<file path="config.mk">
export PLATFORM = sky130hd
export DESIGN_NAME = inst_mem_loader_flat
export DESIGN_NICKNAME = d
export VERILOG_FILES = /design/src/rtl/loader_pkg.sv /design/src/rtl/inst_mem_loader_if.sv /design/src/rtl/inst_mem_loader_byte_assembler.sv /design/src/rtl/inst_mem_loader.sv /design/src/flat_wrapper.sv
export SDC_FILE = /design/constraint.sdc
export NUM_CORES = 1
export LEC_CHECK = 0
export CELL_PAD_IN_SITES_DETAIL_PLACEMENT = 0
export CELL_PAD_IN_SITES_GLOBAL_PLACEMENT = 2
export CORE_MARGIN = 2
export CORE_UTILIZATION = 36
export DETAILED_ROUTE_END_ITERATION = 8
export PLACE_DENSITY_LB_ADDON = 0.1
export SLEW_MARGIN = 20
export SYNTH_ARGS = -nofsm -noshare
export SYNTH_HDL_FRONTEND = slang
export SYNTH_SLANG_ARGS = --single-unit
</file>
<file path="constraint.sdc">
create_clock -name clk -period 7.1 [get_ports clk]
set_input_delay 1.42 -clock clk [delete_from_list [all_inputs] [get_ports clk]]
set_output_delay 1.42 -clock clk [all_outputs]
set_load 0.005 [all_outputs]
</file>
<file path="src/rtl/loader_pkg.sv">
// Shared definitions for the instruction memory loader.
//   loader_state_e   : frame parser states
//   LOADER_BE_*      : byte-lane enable patterns for the memory write port
//   DEFAULT_*        : default sync marker and memory depth
//   word_byte_addr() : word index -> word-aligned byte address
package loader_pkg;

  typedef enum logic [2:0] {
    IDLE,
    CNT_LO,
    CNT_HI,
    DATA,
    CHECK,
    DONE,
    ERR
  } loader_state_e;

  localparam logic [3:0] LOADER_BE_NONE = 4'b0000;
  localparam logic [3:0] LOADER_BE_WORD = 4'b1111;

  localparam logic [7:0] DEFAULT_SYNC_BYTE      = 8'hA5;
  localparam int         DEFAULT_INST_MEM_DEPTH = 2048;

  function automatic logic [31:0] word_byte_addr(input logic [15:0] idx);
    return {14'd0, idx, 2'b00};
  endfunction

endpackage

</file>
<file path="src/rtl/inst_mem_loader_if.sv">
// Bundle of the loader's byte-stream input, control/status and memory write port.
//   master : byte source / supervisor side (drives in_data, in_valid, restart)
//   slave  : loader side (drives in_ready, write port and status flags)
interface inst_mem_loader_if;
  logic [7:0]  in_data;
  logic        in_valid;
  logic        in_ready;
  logic        restart;
  logic [31:0] wr_addr;
  logic [31:0] wr_data;
  logic [3:0]  wr_be;
  logic        core_hold;
  logic        done;
  logic        error;

  modport master (
    output in_data, in_valid, restart,
    input  in_ready, wr_addr, wr_data, wr_be, core_hold, done, error
  );

  modport slave (
    input  in_data, in_valid, restart,
    output in_ready, wr_addr, wr_data, wr_be, core_hold, done, error
  );
endinterface

</file>
<file path="src/rtl/inst_mem_loader_byte_assembler.sv">
// Packs a byte stream into 32-bit little-endian words.
//   clk, reset  : clock, asynchronous active-high reset
//   byte_data   : incoming byte, taken when byte_strobe is high
//   clear       : restarts packing at lane 0 (partial lanes dropped)
//   word        : last completed word; holds until the next word completes
//   word_strobe : one-cycle pulse in the cycle after the 4th byte
//   last_lane   : the next accepted byte completes a word
module byte_assembler (
  input  logic        clk,
  input  logic        reset,
  input  logic [7:0]  byte_data,
  input  logic        byte_strobe,
  input  logic        clear,
  output logic [31:0] word,
  output logic        word_strobe,
  output logic        last_lane
);

  logic [1:0]  lane_idx_q, lane_idx_d;
  // Lanes 0..2 are staged separately so the published word stays stable
  // while the next word is being collected.
  logic [23:0] lanes_q, lanes_d;
  logic [31:0] word_q, word_d;
  logic        word_strobe_q, word_strobe_d;

  always_comb begin
    lane_idx_d    = lane_idx_q;
    lanes_d       = lanes_q;
    word_d        = word_q;
    word_strobe_d = 1'b0;
    if (clear) begin
      lane_idx_d = 2'd0;
      lanes_d    = 24'd0;
    end else if (byte_strobe) begin
      case (lane_idx_q)
        2'd0:    lanes_d[7:0]   = byte_data;
        2'd1:    lanes_d[15:8]  = byte_data;
        2'd2:    lanes_d[23:16] = byte_data;
        default: begin
          word_d        = {byte_data, lanes_q};
          word_strobe_d = 1'b1;
        end
      endcase
      lane_idx_d = lane_idx_q + 2'd1;
    end
  end

  always_ff @(posedge clk or posedge reset) begin
    if (reset) begin
      lane_idx_q    <= 2'd0;
      lanes_q       <= 24'd0;
      word_q        <= 32'd0;
      word_strobe_q <= 1'b0;
    end else begin
      lane_idx_q    <= lane_idx_d;
      lanes_q       <= lanes_d;
      word_q        <= word_d;
      word_strobe_q <= word_strobe_d;
    end
  end

  assign word        = word_q;
  assign word_strobe = word_strobe_q;
  assign last_lane   = (lane_idx_q == 2'd3);

endmodule

</file>
<file path="src/rtl/inst_mem_loader.sv">
// Instruction memory loader: parses a framed byte stream
// (sync, count lo, count hi, N*4 data bytes LSB first, checksum), writes the
// words to consecutive word addresses from 0 and releases core_hold only once
// the XOR checksum over count and data bytes matches.
//   clk, reset : clock, asynchronous active-high reset
//   bus        : byte stream in, restart, memory write port, status flags
module inst_mem_loader
  import loader_pkg::*;
#(
  parameter int         INST_MEM_DEPTH = DEFAULT_INST_MEM_DEPTH,
  parameter logic [7:0] SYNC_BYTE      = DEFAULT_SYNC_BYTE
) (
  input  logic             clk,
  input  logic             reset,
  inst_mem_loader_if.slave bus
);

  localparam logic [16:0] DEPTH_W = 17'(INST_MEM_DEPTH);

  loader_state_e state_q, state_d;
  logic [15:0]   count_q, count_d;
  logic [15:0]   word_idx_q, word_idx_d;
  logic [7:0]    csum_q, csum_d;
  logic [31:0]   wr_addr_q, wr_addr_d;
  logic          done_q, done_d;
  logic          error_q, error_d;
  logic          core_hold_q, core_hold_d;

  logic          in_ready;
  logic          accept;
  logic [15:0]   full_count;
  logic [31:0]   asm_word;
  logic          asm_word_strobe;
  logic          asm_last_lane;

  assign in_ready   = (state_q != DONE) && (state_q != ERR);
  assign accept     = bus.in_valid && in_ready;
  assign full_count = {bus.in_data, count_q[7:0]};

  byte_assembler u_asm (
    .clk         (clk),
    .reset       (reset),
    .byte_data   (bus.in_data),
    .byte_strobe (accept && (state_q == DATA)),
    .clear       (state_q != DATA),
    .word        (asm_word),
    .word_strobe (asm_word_strobe),
    .last_lane   (asm_last_lane)
  );

  always_comb begin
    state_d    = state_q;
    count_d    = count_q;
    word_idx_d = word_idx_q;
    csum_d     = csum_q;
    wr_addr_d  = wr_addr_q;
    case (state_q)
      IDLE: begin
        if (accept && (bus.in_data == SYNC_BYTE)) state_d = CNT_LO;
      end
      CNT_LO: begin
        if (accept) begin
          count_d[7:0] = bus.in_data;
          csum_d       = csum_q ^ bus.in_data;
          state_d      = CNT_HI;
        end
      end
      CNT_HI: begin
        if (accept) begin
          count_d = full_count;
          csum_d  = csum_q ^ bus.in_data;
          if ({1'b0, full_count} > DEPTH_W) state_d = ERR;
          else if (full_count == 16'd0)     state_d = CHECK;
          else                              state_d = DATA;
        end
      end
      DATA: begin
        if (accept) begin
          csum_d = csum_q ^ bus.in_data;
          // Address is captured with the 4th byte so it lines up with the
          // assembler's word in the following write cycle.
          if (asm_last_lane) begin
            wr_addr_d  = word_byte_addr(word_idx_q);
            word_idx_d = word_idx_q + 16'd1;
            if (word_idx_q == count_q - 16'd1) state_d = CHECK;
          end
        end
      end
      CHECK: begin
        if (accept) state_d = (bus.in_data == csum_q) ? DONE : ERR;
      end
      DONE, ERR: begin
        if (bus.restart) begin
          state_d    = IDLE;
          count_d    = 16'd0;
          word_idx_d = 16'd0;
          csum_d     = 8'd0;
        end
      end
      default: state_d = IDLE;
    endcase
  end

  // Status flags follow the state being entered so they flip on the same edge.
  always_comb begin
    done_d      = (state_d == DONE);
    error_d     = (state_d == ERR);
    core_hold_d = (state_d != DONE);
  end

  always_ff @(posedge clk or posedge reset) begin
    if (reset) begin
      state_q     <= IDLE;
      count_q     <= 16'd0;
      word_idx_q  <= 16'd0;
      csum_q      <= 8'd0;
      wr_addr_q   <= 32'd0;
      done_q      <= 1'b0;
      error_q     <= 1'b0;
      core_hold_q <= 1'b1;
    end else begin
      state_q     <= state_d;
      count_q     <= count_d;
      word_idx_q  <= word_idx_d;
      csum_q      <= csum_d;
      wr_addr_q   <= wr_addr_d;
      done_q      <= done_d;
      error_q     <= error_d;
      core_hold_q <= core_hold_d;
    end
  end

  assign bus.in_ready  = in_ready;
  assign bus.wr_be     = asm_word_strobe ? LOADER_BE_WORD : LOADER_BE_NONE;
  assign bus.wr_addr   = wr_addr_q;
  assign bus.wr_data   = asm_word;
  assign bus.done      = done_q;
  assign bus.error     = error_q;
  assign bus.core_hold = core_hold_q;

endmodule

</file>
<file path="src/flat_wrapper.sv">
// flat-port wrapper written by rule: the top's interface ports become plain ports
module inst_mem_loader_flat import loader_pkg::*;
#(
  parameter int         INST_MEM_DEPTH = DEFAULT_INST_MEM_DEPTH,
  parameter logic [7:0] SYNC_BYTE      = DEFAULT_SYNC_BYTE
)
  (clk, reset, bus_in_data, bus_in_valid, bus_restart, bus_in_ready, bus_wr_addr, bus_wr_data, bus_wr_be, bus_core_hold, bus_done, bus_error);
  inst_mem_loader_if bus_i ();
  input  logic clk;
  input  logic reset;
  input wire logic [$bits(bus_i.in_data)-1:0] bus_in_data;
  input wire logic [$bits(bus_i.in_valid)-1:0] bus_in_valid;
  input wire logic [$bits(bus_i.restart)-1:0] bus_restart;
  output wire logic [$bits(bus_i.in_ready)-1:0] bus_in_ready;
  output wire logic [$bits(bus_i.wr_addr)-1:0] bus_wr_addr;
  output wire logic [$bits(bus_i.wr_data)-1:0] bus_wr_data;
  output wire logic [$bits(bus_i.wr_be)-1:0] bus_wr_be;
  output wire logic [$bits(bus_i.core_hold)-1:0] bus_core_hold;
  output wire logic [$bits(bus_i.done)-1:0] bus_done;
  output wire logic [$bits(bus_i.error)-1:0] bus_error;
  assign bus_i.in_data = bus_in_data;
  assign bus_i.in_valid = bus_in_valid;
  assign bus_i.restart = bus_restart;
  assign bus_in_ready = bus_i.in_ready;
  assign bus_wr_addr = bus_i.wr_addr;
  assign bus_wr_data = bus_i.wr_data;
  assign bus_wr_be = bus_i.wr_be;
  assign bus_core_hold = bus_i.core_hold;
  assign bus_done = bus_i.done;
  assign bus_error = bus_i.error;
  inst_mem_loader #(.INST_MEM_DEPTH(INST_MEM_DEPTH), .SYNC_BYTE(SYNC_BYTE)) u_core (.clk(clk), .reset(reset), .bus(bus_i));
endmodule
</file>
==> impl_metrics.ini, run 1 <==
[detailed_routing]
wl_um = 15400
avgRoutedWirePerCell_um = 16.1
dr.pass1.iters = 4
route.detailed.drc = 0
drtIter0Drc = 360
vias_per_cell = 4.88
vias = 4647
ant_nets = 0

[power_and_ir_drop]
finalPower_mw = 2.45
leakagePower_nw = 3.41
irDropWorstVdd_mv = 0.170
power_density_mw_per_mm2 = 339

[clock_tree]
clk_latency_ns = 0.42
cts_buffers = 17
clock-sinks = 121
cts_tree = done
ctsResizeCount = 0
clk_pin_slew_ns = 0.06
cts-hold-fix-buffers = 0
root_buffer = clkbuf_16
h-tree-depth = 4
postCtsSetupBuffers = 0
clockBufferDepth = 2

[grt]
antenna_found_initial = 0
grt_overflow = 0
grt_pass1_vias = 4615
grt_max_degree = 77
grt_pass1_wl_um = 24800
track_usage_pct = 18.2

[cells_and_area]
nNetsFinal = 738
final_util_pct = 44.1
n_fill_cell = 1576
syn2layout_area_growth_pct = 21.3
drive_above_1_share_pct = 6.55
num_antenna_cells = 0

[sta]
min_period_over_period_pct = 51.9
timing.fmax_mhz = 272
relSlewSlack_pct = 30.6
finalSetupTns_ns = 0
finalClockSkew_ns = 0.0101
min_period_ns = 3.68
grt_setup_unrepaired = no
hold_viol = 0
slew_viol_final = 0
setup_viol = 0
tightest_slew_ns = 1.04

[setup_path]
path_class = flop to output port
critPathCaptureType = output port
crit_arrival_ns = 2.26
required_ns = 5.68
rrSetupSlack_ns = 4.31
crit_path_start_kind = flop
cp_max_fo = 12

[die]
ios = 84
num_rows = 47
coreArea_mm2 = 0.0164
die_y_um = 133
die_width_um = 133
start_util_pct = 36.4
die_area_mm2 = 0.0176

[synthesis]
synthTopCellsByCount = 219 x nand2_1, 120 x dfrtp_1, 38 x clkbuf_1
yosysTopAreaCell = dfrtp_1
synthFlopType = dfrtp_1
syn_area_mm2 = 0.00597
post-synth-top-count-cell = nand2_1
synthCells = 680
syn_avg_cell_area_um2 = 8.78
synth_edf_count = 0
seq_area_frac_synth_pct = 50.7
async_reset_ff_share_pct = 100
ys_top_cells_by_area = dfrtp_1 50%, nand2_1 14%, xnor2_1 3.5%
synth_warnings = 0
synthDistinctLibCells = 58
netlist.area_leader.share_pct = 50.3
synth_seq_cells = 121

[placed_design]
gp_congestion = 0.853
hpwl_um = 10400
io_buffer_count = 67

[flow_run]
max-cap-violations = 0

[run_status]
status = finished, final reports clean

[worst_hold_path]
hold_class = flop to flop
## metrics by stage
step / cell area, um^2 / cells / setup slack [ns] / hold WS [ns]
floorplan: 6030 / 695 / 2.47 / 0.439
global placement: 6680 / 921 / 3.15 / 0.460
detailed placement: 6680 / 921 / 3.06 / 0.462
CTS: 7240 / 953 / 3.41 / 0.477
global route: 7240 / 953 / 3.25 / 0.490
finish: 7240 / 953 / 3.42 / 0.470
## path summary, 6_finish.rpt
path	start	to	depth (start not counted)
max	u_core.state_q[0]$_DFF_PP0_	bus_in_ready	3
min	u_core.u_asm.word[3]$_DFFE_PP0P_	u_core.u_asm.word[3]$_DFFE_PP0P_	2
max reg2reg	u_core.count_q[0]$_DFFE_PP0P_	u_core.bus.error$_DFF_PP0_	8
min reg2reg	u_core.u_asm.word[3]$_DFFE_PP0P_	u_core.u_asm.word[3]$_DFFE_PP0P_	2
max in group asynchronous	reset	u_core.u_asm.lanes_q[14]$_DFFE_PP0P_	3
min in group asynchronous	reset	u_core.u_asm.word[0]$_DFFE_PP0P_	2
## kinds of logic after synthesis
group                      count (synthesis)  synth area share [%]
buffers and inverters                     76                  6.24
DFF                                      121                  50.7
xor gates and xnor gates                  44                  6.45
muxes                                      3                 0.503
adders and majority gates                  6                  1.26
and+or+nand+nor                          336                  24.9
other                                      1                0.0628
AOI/OAI and AO/OA                         93                  9.81
## per-layer routing
metal | vias up | GRT usage, % | share of wire [%]
met2 | 104 | 28.4 | 45
met3 | 16 | 3.98 | 3.7
li1 | 2303 | - | -
met5 | - | 0 | 0
met4 | 0 | 6.27 | 1.3
met1 | 2224 | 25.2 | 49
## registers in the layout (all words and copies together), names as in the netlist
register and flops:
u_core.bus.core_hold 1, u_core.bus.wr_addr 16, u_core.count_q 16, u_core.csum_q 8, u_core.word_idx_q 16, u_core.bus.error 1, u_core.state_q 3, u_core.u_asm.word_strobe 1
u_core.u_asm.lane_idx_q 2, u_core.u_asm.word 32, u_core.u_asm.lanes_q 24, u_core.bus.done 1
## power by group
group | internal [mW] | switching (mW)
Sequential | 0.878 | 0.135
Combinational | 0.315 | 0.302
Clock | 0.486 | 0.337
## layout make-up
| cell class | instances | area (um^2) | share of cell area (%) |
|---|---|---|---|
| clock inverters | 15 | 141 | 1.95 |
| repair buffers | 70 | 693 | 9.57 |
| clock buffers | 17 | 425 | 5.87 |
| multi-input cells | 498 | 2630 | 36.3 |
| inverters | 12 | 47.5 | 0.657 |
| flip-flops and latches | 121 | 3030 | 41.8 |
| well taps | 220 | 275 | 3.80 |
## cells in the final DEF, fill, tap and decap left out, drive strengths merged, types with 16 or more instances in the layout
cell type and n:
nand2 219, dfrtp 120, clkdlybuf4s50 67, nand3 37, o21ai 34, nor2 27
a21oi 27, xnor2 24, xor2 20, clkbuf 17, inv 17, conb 16
## worst max-delay path, cell delays in order (launching register included)
cell and delay [ns]:
dfrtp_1 0.56, xor2_1 0.42, nand2_1 0.33, clkdlybuf4s50_1 0.54
Power figures use the tool's default switching activity.
==> run 2, diff against run 1 <==
- CORE_UTILIZATION: 36 -> 33
- clock period: 7.1 -> 3.7 ns (I/O delays scaled with it)
==> run 2 against run 1 <==
Global-route usage fell by 0.89 points. Sequential power up 92%. Non-clock buffer count increased by 8. Utilization down 2.5 points. Sequential share of layout area decreased by 1.1 points. Largest power group unchanged. Critical endpoint unchanged. Worst hold slack got worse by 0.0070 ns.
==> impl_metrics.ini, run 2 (same netlist as run 1, synthesis figures left out) <==
[power_and_ir_drop]
power_density_mw_per_mm2 = 671
irDropWorstVdd_mv = 0.341
leakagePower_nw = 3.50
finalPower_mw = 4.99

[clock_tree]
clock-sinks = 121
h-tree-depth = 4
ctsResizeCount = 0
cts_buffers = 17
cts-hold-fix-buffers = 0
cts_tree = done
clk_latency_ns = 0.42
root_buffer = clkbuf_16
postCtsSetupBuffers = 0
clockBufferDepth = 2
clk_pin_slew_ns = 0.06

[setup_path]
path_delay_family = flip-flops
required_ns = 2.96
slowest_stage = dfrtp_1
worstPathCellList = xor2_1 -> nand2_1 -> clkdlybuf4s50_1
slowest_delay_ns = 0.56
crit_buf_inv = 1
path_class = flop to output port
critPathCaptureType = output port
cp_max_fo = 12
crit_arrival_ns = 2.24
crit_path_start_kind = flop

[sta]
hold_viol = 0
finalWorstSetupSlack_ns = 0.720
timing.fmax_mhz = 336
setup_viol = 0
min_period_over_period_pct = 80.5
relSlewSlack_pct = 42.1
tightest_slew_ns = 0.868
finalClockSkew_ns = 0.00934
grt_setup_unrepaired = no
holdWs_ns = 0.463
finalSetupTns_ns = 0
min_period_ns = 2.98
slew_viol_final = 0

[cells_and_area]
num_antenna_cells = 0
drive_above_1_share_pct = 7.43
fin_area_mm2 = 0.00744
syn2layout_area_growth_pct = 24.6
layout_common_cells = 219 x nand2_1, 120 x dfrtp_1, 67 x clkdlybuf4s50_1, 35 x nand3_1, 31 x o21ai_0
nNetsFinal = 746
final_common_cell = nand2_1
largest_reg_flops = 32
final_util_pct = 41.7
instances_no_fill = 969

[run_status]
status = finished, final reports clean

[placed_design]
hpwl_um = 10900
dpl_cell_area_mm2 = 0.00679
dp_worst_setup_slack_ns = 0.449
place_inst = 938
gp_congestion = 0.846
io_buffer_count = 67

[die]
die_width_um = 139
die_area_mm2 = 0.0192
start_util_pct = 33.5
coreArea_mm2 = 0.0178
ios = 84
die_y_um = 139
num_rows = 49

[detailed_routing]
ant_nets = 0
drtIter0Drc = 309
dr.pass1.iters = 4
vias = 4778
avgRoutedWirePerCell_um = 16.4
vias_per_cell = 4.93
wl_um = 15900
route.detailed.drc = 0

[grt]
track_usage_pct = 17.3
grt_overflow = 0
grt_max_degree = 56
grt_pass1_wl_um = 26100
antenna_found_initial = 0
grt_pass1_vias = 4764

[flow_run]
max-cap-violations = 0

[worst_hold_path]
hold_class = flop to flop
-- run 2: cell types whose count changed in the layout (fill, tap and decap cells not counted), sizes merged --
cell      delta
clkinvlp     -2
inv          -4
clkinv       -2
clkbuf       +3
bufinv       +4
buf          +8
-- run 2: path summary, 6_finish.rpt --
check / start / endpoint / slack [ns] / cells past startpoint
max in group asynchronous: reset / u_core.count_q[5]$_DFFE_PP0P_ / 2.09 / 3
min reg2reg: u_core.u_asm.lanes_q[10]$_DFFE_PP0P_ / u_core.u_asm.word[10]$_DFFE_PP0P_ / 0.46 / 2
min: u_core.u_asm.lanes_q[10]$_DFFE_PP0P_ / u_core.u_asm.word[10]$_DFFE_PP0P_ / 0.46 / 2
min in group asynchronous: reset / u_core.u_asm.word_strobe$_DFF_PP0_ / 0.83 / 2
max: u_core.state_q[0]$_DFF_PP0_ / bus_in_ready / 0.72 / 3
max reg2reg: u_core.count_q[0]$_DFFE_PP0P_ / u_core.bus.error$_DFF_PP0_ / 0.90 / 9
-- run 2: worst min-delay path, delay by kind of cell, from the launching register on --
family	cells	cell delay [ns]
AND/OR/NAND/NOR	2	0.10
flip-flops	1	0.34
-- run 2: final cells by class --
type                       instances  area, um^2
fill                            1755       10400
timing repair buffer              78         791
inverter                          12        48.8
sequential                       121        3030
clock inverter                    11         193
tap                              229         287
multi-input combinational        498        2630
clock buffer                      20         457
-- run 2: where the power goes --
group / internal [mW] / switching (mW) / leakage [nW]
Sequential: 1.69 / 0.253 / 1.56
Combinational: 0.625 / 0.584 / 1.62
Clock: 1.23 / 0.611 / 0.313
-- run 2: layer usage --
layer | global-route usage (%) | wire, um | vias up
met1 | 24.0 | 7560 | 2318
met4 | 5.91 | 315 | 0
met5 | 0 | 0 | -
met2 | 26.8 | 7310 | 113
li1 | - | - | 2320
met3 | 4.12 | 672 | 27
==> run 3, diff against run 2 <==
- clock period: 3.7 -> 2.8 ns (I/O delays scaled with it)
==> run 3 against run 2 <==
First-iteration DRC count fell by 14%. Setup slack got worse by 0.56 ns. Flip-flop and latch count did not move. Sequential share of layout area fell by 1.0 points. Register-to-register slack got worse by 0.74 ns. Critical path type is now flop to flop. Largest cell class unchanged.
==> impl_metrics.ini, run 3 (same netlist as run 1, synthesis figures left out) <==
[setup_path]
critPathCaptureType = flop
rrSetupSlack_ns = 0.16
setup.worst_path.end = u_core.bus.error$_DFF_PP0_
cp_max_fo = 6
startpoint = u_core.count_q[5]$_DFFE_PP0P_
required_ns = 3.13
path_class = flop to flop
reg2reg_depth = 7
r2r-start = u_core.count_q[5]$_DFFE_PP0P_
crit_buf_inv = 1
slowest_stage = or4b_4
r2r-end = u_core.bus.error$_DFF_PP0_
crit_arrival_ns = 2.97
worstPathCellList = buf_4 -> nor4_4 -> nand3_2 -> or3_1 -> a2111oi_4 -> or4b_4 -> a211oi_2
slowest_delay_ns = 0.51
crit_path_start_kind = flop
crit_cells = 7
path_delay_family = simple AND/OR/NAND/NOR gates

[sta]
min_period_ns = 2.64
slew_viol_final = 0
timing.fmax_mhz = 379
grt_setup_unrepaired = no
relSlewSlack_pct = 52.0
tightest_slew_ns = 0.719
hold_viol = 0
min_period_over_period_pct = 94.1
setup_viol = 0
finalSetupTns_ns = 0
finalClockSkew_ns = 0.00572
holdWs_ns = 0.470

[clock_tree]
clock-sinks = 121
cts_buffers = 17
cts_tree = done
h-tree-depth = 4
clockBufferDepth = 2
clk_latency_ns = 0.42
cts-hold-fix-buffers = 0
root_buffer = clkbuf_16
clk_pin_slew_ns = 0.06

[placed_design]
hpwl_um = 11500
dpl_cell_area_mm2 = 0.00699
io_buffer_count = 67
gp_congestion = 0.814

[power_and_ir_drop]
power_density_mw_per_mm2 = 840
p_comb_share_pct = 25.7
netSwitchingFraction_pct = 31.4
seqPwrFrac_pct = 39.8
leakagePower_nw = 3.62
irDropWorstVdd_mv = 0.481
power.switching_mw = 2.01
p_int_mw = 4.40
pwr-share-clk_pct = 34.5

[cells_and_area]
largest_reg_flops = 32
final_util_pct = 42.8
fin_area_mm2 = 0.00763
layout_common_cells = 219 x nand2_1, 119 x dfrtp_1, 67 x clkdlybuf4s50_1, 42 x buf_4, 35 x nand3_1
syn2layout_area_growth_pct = 27.8
nNetsFinal = 779
final_common_cell = nand2_1
n_fill_cell = 1792
drive_above_1_share_pct = 12.3
num_antenna_cells = 0

[grt]
grt_pass1_vias = 4913
antenna_found_initial = 0
grt_pass1_wl_um = 27000
grt_overflow = 0
grt_max_degree = 122
track_usage_pct = 17.9

[die]
die_y_um = 139
coreArea_mm2 = 0.0178
start_util_pct = 33.5
die_area_mm2 = 0.0192
die_width_um = 139
ios = 84
num_rows = 49

[detailed_routing]
vias_per_cell = 4.80
wl_um = 16400
ant_nets = 0
avgRoutedWirePerCell_um = 16.3
vias = 4810
dr.pass1.iters = 4
drtIter0Drc = 265
route.detailed.drc = 0

[flow_run]
max-cap-violations = 0

[worst_hold_path]
hold_class = flop to flop

[run_status]
status = finished, final reports clean
==> run 3: changes by cell type in the layout (fill, tap and decap cells not counted), sizes merged <==
| cell | before | now |
|---|---|---|
| bufinv | 5 | 2 |
| inv | 13 | 16 |
| clkinvlp | 3 | 6 |
| clkinv | 2 | 3 |
| clkbuf | 20 | 18 |
| buf | 11 | 43 |
==> run 3: worst min path at each step <==
stage               slack [ns]  cells after the start                           startpoint                            endpoint
floorplan                 0.44                      2  u_core.u_asm.lanes_q[0]$_DFFE_PP0P_    u_core.u_asm.word[0]$_DFFE_PP0P_
global placement          0.46                      2   u_core.bus.wr_addr[12]$_DFFE_PP0P_  u_core.bus.wr_addr[12]$_DFFE_PP0P_
detailed placement        0.46                      2    u_core.u_asm.word[18]$_DFFE_PP0P_   u_core.u_asm.word[18]$_DFFE_PP0P_
CTS                       0.48                      2    u_core.u_asm.word[11]$_DFFE_PP0P_   u_core.u_asm.word[11]$_DFFE_PP0P_
global route              0.49                      2    u_core.bus.wr_addr[6]$_DFFE_PP0P_   u_core.bus.wr_addr[6]$_DFFE_PP0P_
finish                    0.47                      2    u_core.u_asm.word[30]$_DFFE_PP0P_   u_core.u_asm.word[30]$_DFFE_PP0P_
==> run 3: area by class of cell <==
class                           instances  area (um^2)  area share (%)
Tap cell                              229          287            3.75
Inverter                               12         48.8           0.639
Sequential cell                       121         3030            39.7
Multi-Input combinational cell        498         2660            34.9
Clock inverter                         15          166            2.18
Clock buffer                           17          425            5.57
Timing Repair Buffer                  111         1010            13.3
==> run 3: power by group through the flow <==
| stage | logic, mW | clock network [mW] | registers [mW] |
|---|---|---|---|
| final | 1.65 | 2.21 | 2.56 |
| after global routing | 1.87 | 2.34 | 2.63 |
| after CTS | 1.68 | 2.26 | 2.56 |
| after detailed placement | 1.67 | 0 | 2.59 |
| after global placement | 1.66 | 0 | 2.58 |
| after floorplan | 0.910 | 0 | 2.51 |
==> run 3: per-stage QoR <==
stage | std cells | power (mW) | worst slack, ns
2_1_floorplan | 695 | 3.42 | 0.296
3_3_place_gp | 969 | 4.24 | -0.0902
3_5_place_dp | 969 | 4.26 | -0.223
4_1_cts | 1001 | 6.51 | 0.00835
5_1_grt | 1003 | 6.85 | 0.0421
6_report | 1003 | 6.41 | 0.164
==> run 3: repair_timing <==
action	4_1_cts	5_1_grt
setup endpoints to repair	1	2
gates cloned	0	0
gates resized for setup	1	7
buffers inserted	0	1
pin swaps	0	2
==> run 3: worst min-delay path: stages (launching register included) <==
cell and delay (ns):
dfrtp_1 0.34, nand2_1 0.05, nand2_1 0.05
==> run 3: routing by layer <==
metal / vias to the layer above / part of all wire, % / track usage, %
met5: - / 0 / 0
met4: 0 / 1.6 / 6.02
met3: 20 / 4.3 / 3.53
met2: 98 / 46 / 28.1
met1: 2308 / 48 / 25.0
li1: 2384 / - / -
